[src/rtl/spi_ready_sync.sv]
// Brings three SPI-domain ready flags into clk, latching divider/debug bytes and queueing spike bytes.
// Optional debug path is built only when SPI_READY_SYNC_DEBUG_EN is defined.
module spi_ready_sync #(
  parameter int SYNC_STAGES = 2,
  parameter int FIFO_DEPTH  = 4
) (
  input  logic       clk,
  input  logic       reset_n,
  input  logic       clk_div_ready_in,
  input  logic       input_spike_ready_in,
  input  logic       debug_config_ready_in,
  input  logic [7:0] clk_div_cfg_in,
  input  logic [7:0] spike_byte_in,
  input  logic [7:0] debug_cfg_in,
  output logic [7:0] clk_div_value,
  output logic       clk_div_update,
  output logic [7:0] spike_data,
  output logic       spike_valid,
  input  logic       spike_ready,
  output logic       spike_overflow,
  input  logic       overflow_clr,
  output logic [7:0] debug_cfg,
  output logic       debug_update
);

  localparam int AW = $clog2(FIFO_DEPTH);
  localparam logic [AW:0] PTR_ONE = 1;
  localparam int F_DIV = 0;
  localparam int F_SPK = 1;
`ifdef SPI_READY_SYNC_DEBUG_EN
  localparam int F_DBG = 2;
  localparam int NF    = 3;
`else
  localparam int NF    = 2;
`endif

  logic [NF-1:0] flag_in;
  logic [NF-1:0] flag_evt;

  assign flag_in[F_DIV] = clk_div_ready_in;
  assign flag_in[F_SPK] = input_spike_ready_in;
`ifdef SPI_READY_SYNC_DEBUG_EN
  assign flag_in[F_DBG] = debug_config_ready_in;
`endif

  // Per-flag synchronizer plus one delay flop for rising-edge detection.
  genvar gi;
  generate
    for (gi = 0; gi < NF; gi++) begin : gen_sync
      logic [SYNC_STAGES-1:0] sync_reg;
      logic                   last_reg;

      always_ff @(posedge clk) begin
        if (!reset_n) begin
          sync_reg <= '0;
          last_reg <= 1'b0;
        end else begin
          sync_reg <= {sync_reg[SYNC_STAGES-2:0], flag_in[gi]};
          last_reg <= sync_reg[SYNC_STAGES-1];
        end
      end

      assign flag_evt[gi] = sync_reg[SYNC_STAGES-1] & ~last_reg;
    end
  endgenerate

  logic [7:0] clk_div_value_reg;
  logic       clk_div_update_reg;

  always_ff @(posedge clk) begin
    if (!reset_n) begin
      clk_div_value_reg  <= 8'h00;
      clk_div_update_reg <= 1'b0;
    end else begin
      clk_div_update_reg <= flag_evt[F_DIV];
      if (flag_evt[F_DIV])
        clk_div_value_reg <= clk_div_cfg_in;
    end
  end

  assign clk_div_value  = clk_div_value_reg;
  assign clk_div_update = clk_div_update_reg;

  logic [7:0]  mem_reg [FIFO_DEPTH];
  logic [AW:0] wr_ptr_reg, wr_ptr_next;
  logic [AW:0] rd_ptr_reg, rd_ptr_next;
  logic        overflow_reg, overflow_next;
  logic        fifo_empty, fifo_full, pop, wr_en, drop;

  assign fifo_empty = (wr_ptr_reg == rd_ptr_reg);
  assign fifo_full  = (wr_ptr_reg[AW] != rd_ptr_reg[AW]) &&
                      (wr_ptr_reg[AW-1:0] == rd_ptr_reg[AW-1:0]);
  assign pop        = ~fifo_empty & spike_ready;
  // A pop in the same cycle frees the slot, so a full FIFO still accepts the write.
  assign wr_en      = flag_evt[F_SPK] & (~fifo_full | pop);
  assign drop       = flag_evt[F_SPK] & fifo_full & ~pop;

  always_comb begin
    wr_ptr_next   = wr_ptr_reg;
    rd_ptr_next   = rd_ptr_reg;
    overflow_next = overflow_reg;
    if (wr_en)
      wr_ptr_next = wr_ptr_reg + PTR_ONE;
    if (pop)
      rd_ptr_next = rd_ptr_reg + PTR_ONE;
    if (drop)
      overflow_next = 1'b1;
    else if (overflow_clr)
      overflow_next = 1'b0;
  end

  always_ff @(posedge clk) begin
    if (!reset_n) begin
      wr_ptr_reg   <= '0;
      rd_ptr_reg   <= '0;
      overflow_reg <= 1'b0;
    end else begin
      wr_ptr_reg   <= wr_ptr_next;
      rd_ptr_reg   <= rd_ptr_next;
      overflow_reg <= overflow_next;
    end
  end

  always_ff @(posedge clk) begin
    if (reset_n && wr_en)
      mem_reg[wr_ptr_reg[AW-1:0]] <= spike_byte_in;
  end

  assign spike_data     = mem_reg[rd_ptr_reg[AW-1:0]];
  assign spike_valid    = ~fifo_empty;
  assign spike_overflow = overflow_reg;

`ifdef SPI_READY_SYNC_DEBUG_EN
  logic [7:0] debug_cfg_reg;
  logic       debug_update_reg;

  always_ff @(posedge clk) begin
    if (!reset_n) begin
      debug_cfg_reg    <= 8'h00;
      debug_update_reg <= 1'b0;
    end else begin
      debug_update_reg <= flag_evt[F_DBG];
      if (flag_evt[F_DBG])
        debug_cfg_reg <= debug_cfg_in;
    end
  end

  assign debug_cfg    = debug_cfg_reg;
  assign debug_update = debug_update_reg;
`else
  logic unused_dbg;
  assign unused_dbg   = ^{debug_config_ready_in, debug_cfg_in};
  assign debug_cfg    = 8'h00;
  assign debug_update = 1'b0;
`endif

endmodule

[config.mk]
export PLATFORM = sky130hd
export DESIGN_NAME = spi_ready_sync
export DESIGN_NICKNAME = d
export VERILOG_FILES = /design/src/rtl/spi_ready_sync.sv
export SDC_FILE = /design/constraint.sdc
export NUM_CORES = 1
export LEC_CHECK = 0
export ABC_AREA = 1
export BUFFER_PORTS_ARGS = -buffer_cell sky130_fd_sc_hd__buf_4
export CORE_MARGIN = 2
export CORE_UTILIZATION = 56
export CTS_CLUSTER_SIZE = 20
export DETAILED_ROUTE_END_ITERATION = 10
export PLACE_DENSITY = 0.84
export SYNTH_ARGS = -nofsm -noshare
export SYNTH_HDL_FRONTEND = slang
export SYNTH_SLANG_ARGS = --single-unit
[constraint.sdc]
create_clock -name clk -period 4.2 [get_ports clk]
set_input_delay 1.05 -clock clk [delete_from_list [all_inputs] [get_ports clk]]
set_output_delay 1.05 -clock clk [all_outputs]
set_load 0.05 [all_outputs]
==> results of run 1 <==
-- final cells by class --
type	count	area, um^2
well taps	50	62.6
clock inverters	2	16.3
inverters	20	75.1
repair buffers	43	323
multi-input cells	132	698
fillers	312	1250
flip-flops and latches	56	1440
clock buffers	6	72.6
-- kinds of logic (layout without fill, tap and decap cells) --
| family | Yosys count | in the layout |
|---|---|---|
| simple gates | 79 | 79 |
| flops | 56 | 56 |
| compound gates | 37 | 37 |
| buf+inv | 33 | 71 |
| fa+ha+maj | 5 | 5 |
| xor+xnor | 2 | 2 |
| other cells | 1 | 9 |
-- cell usage in the layout, fill, tap and decap left out --
cell type	netlist	layout
buf_4	9	43
o22ai_1	8	8
nor3b_1	3	3
clkinv_1	1	1
clkinvlp_4	0	1
clkbuf_8	0	5
nor2_4	1	1
conb_1	1	9
inv_1	17	17
nand2_4	3	3
nor2_2	1	1
o21ai_0	24	24
dfxtp_1	24	24
nand2_1	18	18
inv_2	2	2
edfxtp_1	32	32
nor2_8	1	1
clkinv_4	0	1
ha_1	5	5
nand2_2	5	5
clkbuf_1	1	1
nor2_1	39	39
nor3b_2	1	1
nand3_1	6	6
a21oi_1	5	5
nand3b_1	1	1
xor2_1	2	2
-- power groups by stage --
stage / Combinational, mW / Clock, mW / Sequential (mW)
floorplan: 0.182 / 0 / 0.631
global placement: 0.252 / 0 / 0.624
detailed placement: 0.257 / 0 / 0.624
CTS: 0.258 / 0.292 / 0.611
global route: 0.275 / 0.320 / 0.613
finish: 0.256 / 0.283 / 0.611
-- worst reg2reg max path, delay by kind of cell (launching register included) --
kind                   cells  cell delay [ns]
AND/OR/NAND/NOR            6             1.01
flip-flops                 1             0.36
buffers and inverters      1             0.14
-- per-layer routing --
metal  global-route usage (%)  vias to the layer above
met5                        0                        -
met4                     7.65                        0
met3                     6.50                        5
met2                     35.9                       38
met1                     17.4                      701
li1                         -                      784
-- through the flow --
| stage | hold WS [ns] | std cells | cell area [um^2] |
|---|---|---|---|
| after global routing | 0.446 | 309 | 2690 |
| after CTS | 0.428 | 309 | 2690 |
| final | 0.421 | 309 | 2690 |
| after global placement | 0.395 | 301 | 2600 |
| after detailed placement | 0.402 | 301 | 2600 |
| after floorplan | 0.390 | 221 | 2300 |
-- final timing paths --
kind	end	slack (ns)
hold reg to reg	clk_div_update$_SDFF_PN0_	0.42
setup / recovery	spike_data[3]	1.27
setup reg to reg	mem_reg[2][0]$_DFFE_PP_	2.33
hold / removal	clk_div_update$_SDFF_PN0_	0.42
==> qor.txt, run 1 <==
Required time of the critical path = 3.15 ns
PD cells = 428 nW/um^2
Final ANT Viol Nets = 0
Mean Syn Cell Area = 10.7 um^2
Worst-path clk slew = 0.09 ns
Clk pwr share = 24.6%
Initial antenna violation count = 0
Power Total = 1.15 mW
Largest family of logic cells by synthesized area = simple AND/OR/NAND/NOR gates
Min Tclk post-route = 2.93 ns
Slew Viols, Final = 0
Post-synthesis sequential area ratio = 63.5%
Crit-path max cell delay = 0.65 ns
Share of power burned in combinational logic = 22.2%
Stages on the worst setup path = 4
DR WL met2 = 2030 um
Status = finished, final reports clean
Cell count after synthesis = 213
RSZ-0062 raised after global routing = false
Post-synth EDFFs = 32
Ports = 59
Met1 Routed Length = 1450 um
Cells along the critical path = inv_1 > o21ai_0 > o22ai_1 > buf_4
Row Count = 23
Estimated wirelength of the detail-placed design = 2630 um
Setup slack after placement = 1.57 ns
Peak Freq = 341 MHz
Design internal power = 0.789 mW
Share of Yosys cell area claimed by the top area cell type = 42.3%
CP delay by family, top = flip-flops
CP Class = flip-flop to output port
Crit-path slowest cell = dfxtp_1
Clock skew = 0.00593 ns
WL met3 = 210 um
Effective utilization at floorplan = 57.6%
Clock Latency Late Sink = 0.30 ns
Layout cell share with drive strength beyond 1 = 24.7%
Top post-synthesis cells by count = nor2_1 (39), edfxtp_1 (32), dfxtp_1 (24), o21ai_0 (24), nand2_1 (18)
Post-CTS sizing = 0
Worst Path Arrival = 1.88 ns
Pleak = 1.13 nW
YS warnings = 0
DRT Wirelength = 3740 um
Asr flop ratio synth = 0%
Worst vdd ir = 0.244 mV
Number of nets in the layout = 294
Mux cell area share after synthesis = 0%
Port bufs = 40
Final core utilization = 68.2%
Hold Fails Final Rpt = 0
Pin count of the biggest net entering global routing = 18
Initial DRC Count = 76
Max layer used = met4
First-pass GRT wire length = 6060 um
DIE WIDTH = 67.7 um
Post-route clock period utilization = 69.9%
Hold depth = 1
CP Launch Type = flip-flop
Most common cell in the synthesized netlist = nor2_1
Hold Path Origin = gen_sync[0].last_reg$_SDFF_PN0_
Post-Synth Adder-Cell Area = 2.75%
# Max-Cap Violations = 0
Number of buffers created by CTS = 5
FF+latch count, synth = 56
Max FFs per register = 32
Leading area contributor after synthesis = edfxtp_1
Die area = 4580 um^2
HP Class = flip-flop to flip-flop
Worst Path Buf+Inv = 2
Drt first pass iters = 4
Final global-route overflow total = 0
CP Max Fanout = 17
Antenna cells = 0
Clock sinks = 56
Core box area = 3940 um^2
Post-CTS Hold Fix Bufs = 0
Worst-Margin Slew = 0.697 ns
Vias = 1528
Final setup violation count = 0
Clock Tree Buf Depth = 2
Xor and xnor area share after synthesis = 0.771%
Die height = 67.7 um
Max-slew headroom = 53.3%
Simple-Gate Fraction of Synth Area = 17.1%
CTS tree = built
Mean routed wirelength per cell = 12.1 um
Area Growth Syn to Fin = 18.4%
Post-route setup slack = 1.27 ns
Syn Std Cell Area = 2270 um^2
Placer Congestion = 0.729
Critical R2R Launch = wr_ptr_reg[0]$_SDFFE_PN0P_
Top_reg_cell synth = edfxtp_1
Setup repair bufs after CTS = 0
Setup TNS = 0 ns
Flop pwr share = 53.1%
Reg2Reg Depth = 7
Compound-Gate Fraction of Synth Area = 8.60%
Worst setup EP type = output port
GR Util All Layers = 18.6%
Root buffer cell = clkbuf_8
Vias in the first global route = 1500
Net Switching = 0.361 mW
H-tree depth = 2
Drc violations = 0
Via density = 4.94
Unique masters post-synth = 25
Top cells by area, synth = edfxtp_1 (42%), dfxtp_1 (21%), nor2_1 (6.4%)
Sw frac = 31.4%
Note: power is estimated with default switching activity, not from simulation.
==> run 2: changes to the inputs <==
- CORE_UTILIZATION: 56 -> 47
- PLACE_DENSITY: 0.84 -> 0.75
- clock period: 4.2 -> 2.4 ns (I/O delays scaled with it)
==> run 2 against run 1 <==
  * Sequential share of layout area is 0.83 points lower
  * Clock-buffer cell count is the same
  * Power increased by 86%
  * Flip-flop and latch count is the same
  * Non-clock buffer count increased by 2
  * Critical path type unchanged
==> qor.txt, run 2 (synthesis gave the netlist of run 1 again) <==
Status = finished, final reports clean
Initial DRC Count = 111 (+46%)
Max-slew headroom = 66.8% (+13 points)
Via density = 4.86 (-1.6%)
DIE WIDTH = 73.5 um (+8.6%)
Commonest non-fill, non-tap cell in the layout = buf_4
Clock skew = 0.00465 ns (-0.00128 ns)
Pin count of the biggest net entering global routing = 18 (unchanged)
H-tree depth = 2 (unchanged)
Root buffer cell = clkbuf_8
Vias in the first global route = 1436 (-4.3%)
Slew Viols, Final = 0 (unchanged)
First-pass GRT wire length = 6310 um (+4.2%)
Row Count = 25 (+8.7%)
Pleak = 1.15 nW (+2.2%)
GR Util All Layers = 15.5% (-3.1 points)
Worst Path Arrival = 1.54 ns (-0.34 ns)
Peak Freq = 466 MHz
# Max-Cap Violations = 0 (unchanged)
Cells along the critical path = inv_1 > o21ai_0 > o22ai_1 > buf_4
Layout cell share with drive strength beyond 1 = 25.3% (+0.58 points)
DRT Wirelength = 3830 um (+2.4%)
Die height = 73.5 um (+8.6%)
CP Max Fanout = 16 (-1)
Effective utilization at floorplan = 48.4% (-9.2 points)
Hold Fails Final Rpt = 0 (unchanged)
Setup TNS = 0 ns (unchanged)
Final ANT Viol Nets = 0 (unchanged)
Mean routed wirelength per cell = 12.2 um (+0.48%)
Drc violations = 0 (unchanged)
Ports = 59 (unchanged)
Power Total = 2.14 mW (+86%)
Worst vdd ir = 0.501 mV (+110%)
Crit-path max cell delay = 0.34 ns (-0.31 ns)
Crit-path slowest cell = inv_1
Final core utilization = 58.2% (-10 points)
Drt first pass iters = 4 (unchanged)
CP Launch Type = flip-flop
Placement Cell Area = 2620 um^2 (+0.77%)
Final global-route overflow total = 0 (unchanged)
Most frequent cells in the layout = buf_4 (45), nor2_1 (39), edfxtp_1 (32), o21ai_0 (24), dfxtp_1 (24)
Clock Latency Late Sink = 0.31 ns (about the same)
Initial antenna violation count = 0 (unchanged)
Clock Tree Buf Depth = 2 (unchanged)
Final setup violation count = 0 (unchanged)
CP Class = flip-flop to output port
Required time of the critical path = 1.80 ns (-1.35 ns)
Setup repair bufs after CTS = 0 (unchanged)
Core box area = 4690 um^2 (+19%)
Min Tclk post-route = 2.14 ns
HP Class = flip-flop to flip-flop
Worst-Margin Slew = 0.496 ns (-0.201 ns)
Placer Congestion = 0.771 (+5.7%)
Vias = 1532 (+0.26%)
Number of buffers created by CTS = 5 (unchanged)
Die area = 5400 um^2 (+18%)
RSZ-0062 raised after global routing = false
Worst setup EP type = output port
Post-route clock period utilization = 89.4%
Post-CTS sizing = 0 (unchanged)
Area Growth Syn to Fin = 20.3%
Clock sinks = 56 (unchanged)
PD cells = 783 nW/um^2 (+83%)
Number of nets in the layout = 296 (+0.68%)
Post-CTS Hold Fix Bufs = 0 (unchanged)
CTS tree = built
Antenna cells = 0 (unchanged)
Finished layout cell area = 2730 um^2 (+1.6%)
Estimated wirelength of the detail-placed design = 2630 um (about the same)
Worst-path clk slew = 0.10 ns (about the same)
Port bufs = 40 (unchanged)
Max FFs per register = 32 (unchanged)
## run 2: critical path, delay by kind of cell (launching register included)
kind	cells	cell delay [ns]
AO/OA/AOI/OAI	2	0.34
buffers and inverters	2	0.58
flip-flops	1	0.32
## run 2: where the power goes
part | switching, mW | leakage, nW | total [mW] | internal (mW)
sequential | 0.0213 | 0.484 | 1.06 | 1.04
clock | 0.300 | 0.0558 | 0.615 | 0.316
combinational | 0.325 | 0.613 | 0.463 | 0.138
## run 2: metal layers
metal	GRT usage [%]	vias up	wire length [um]
li1	-	786	-
met4	6.06	0	51
met5	0	-	0
met1	17.9	704	1740
met3	4.12	5	183
met2	27.4	37	1850
## run 2: metrics by stage
stage,hold slack (ns),setup WS [ns],std cells
floorplan,0.390,0.275,221
CTS,0.426,0.241,315
detailed placement,0.401,0.523,307
global route,0.444,0.104,315
global placement,0.397,0.564,307
finish,0.423,0.255,315
## run 2: worst paths after layout
path	startpoint	endpoint	slack, ns	cells after the start
worst min register to register	gen_sync[0].last_reg$_SDFF_PN0_	clk_div_update$_SDFF_PN0_	0.42	1
worst max register to register	wr_ptr_reg[0]$_SDFFE_PN0P_	mem_reg[3][7]$_DFFE_PP_	0.81	8
worst max-delay path	flip-flop	spike_data[1]	0.26	4
worst min-delay path	gen_sync[0].last_reg$_SDFF_PN0_	clk_div_update$_SDFF_PN0_	0.42	1
## run 2: cell type report
| class | count | area (um^2) |
|---|---|---|
| Timing Repair Buffer | 45 | 338 |
| Sequential cell | 56 | 1440 |
| Tap cell | 54 | 67.6 |
| Fill cell | 400 | 1960 |
| Clock inverter | 2 | 38.8 |
| Clock buffer | 6 | 72.6 |
| Inverter | 20 | 75.1 |
| Multi-Input combinational cell | 132 | 698 |
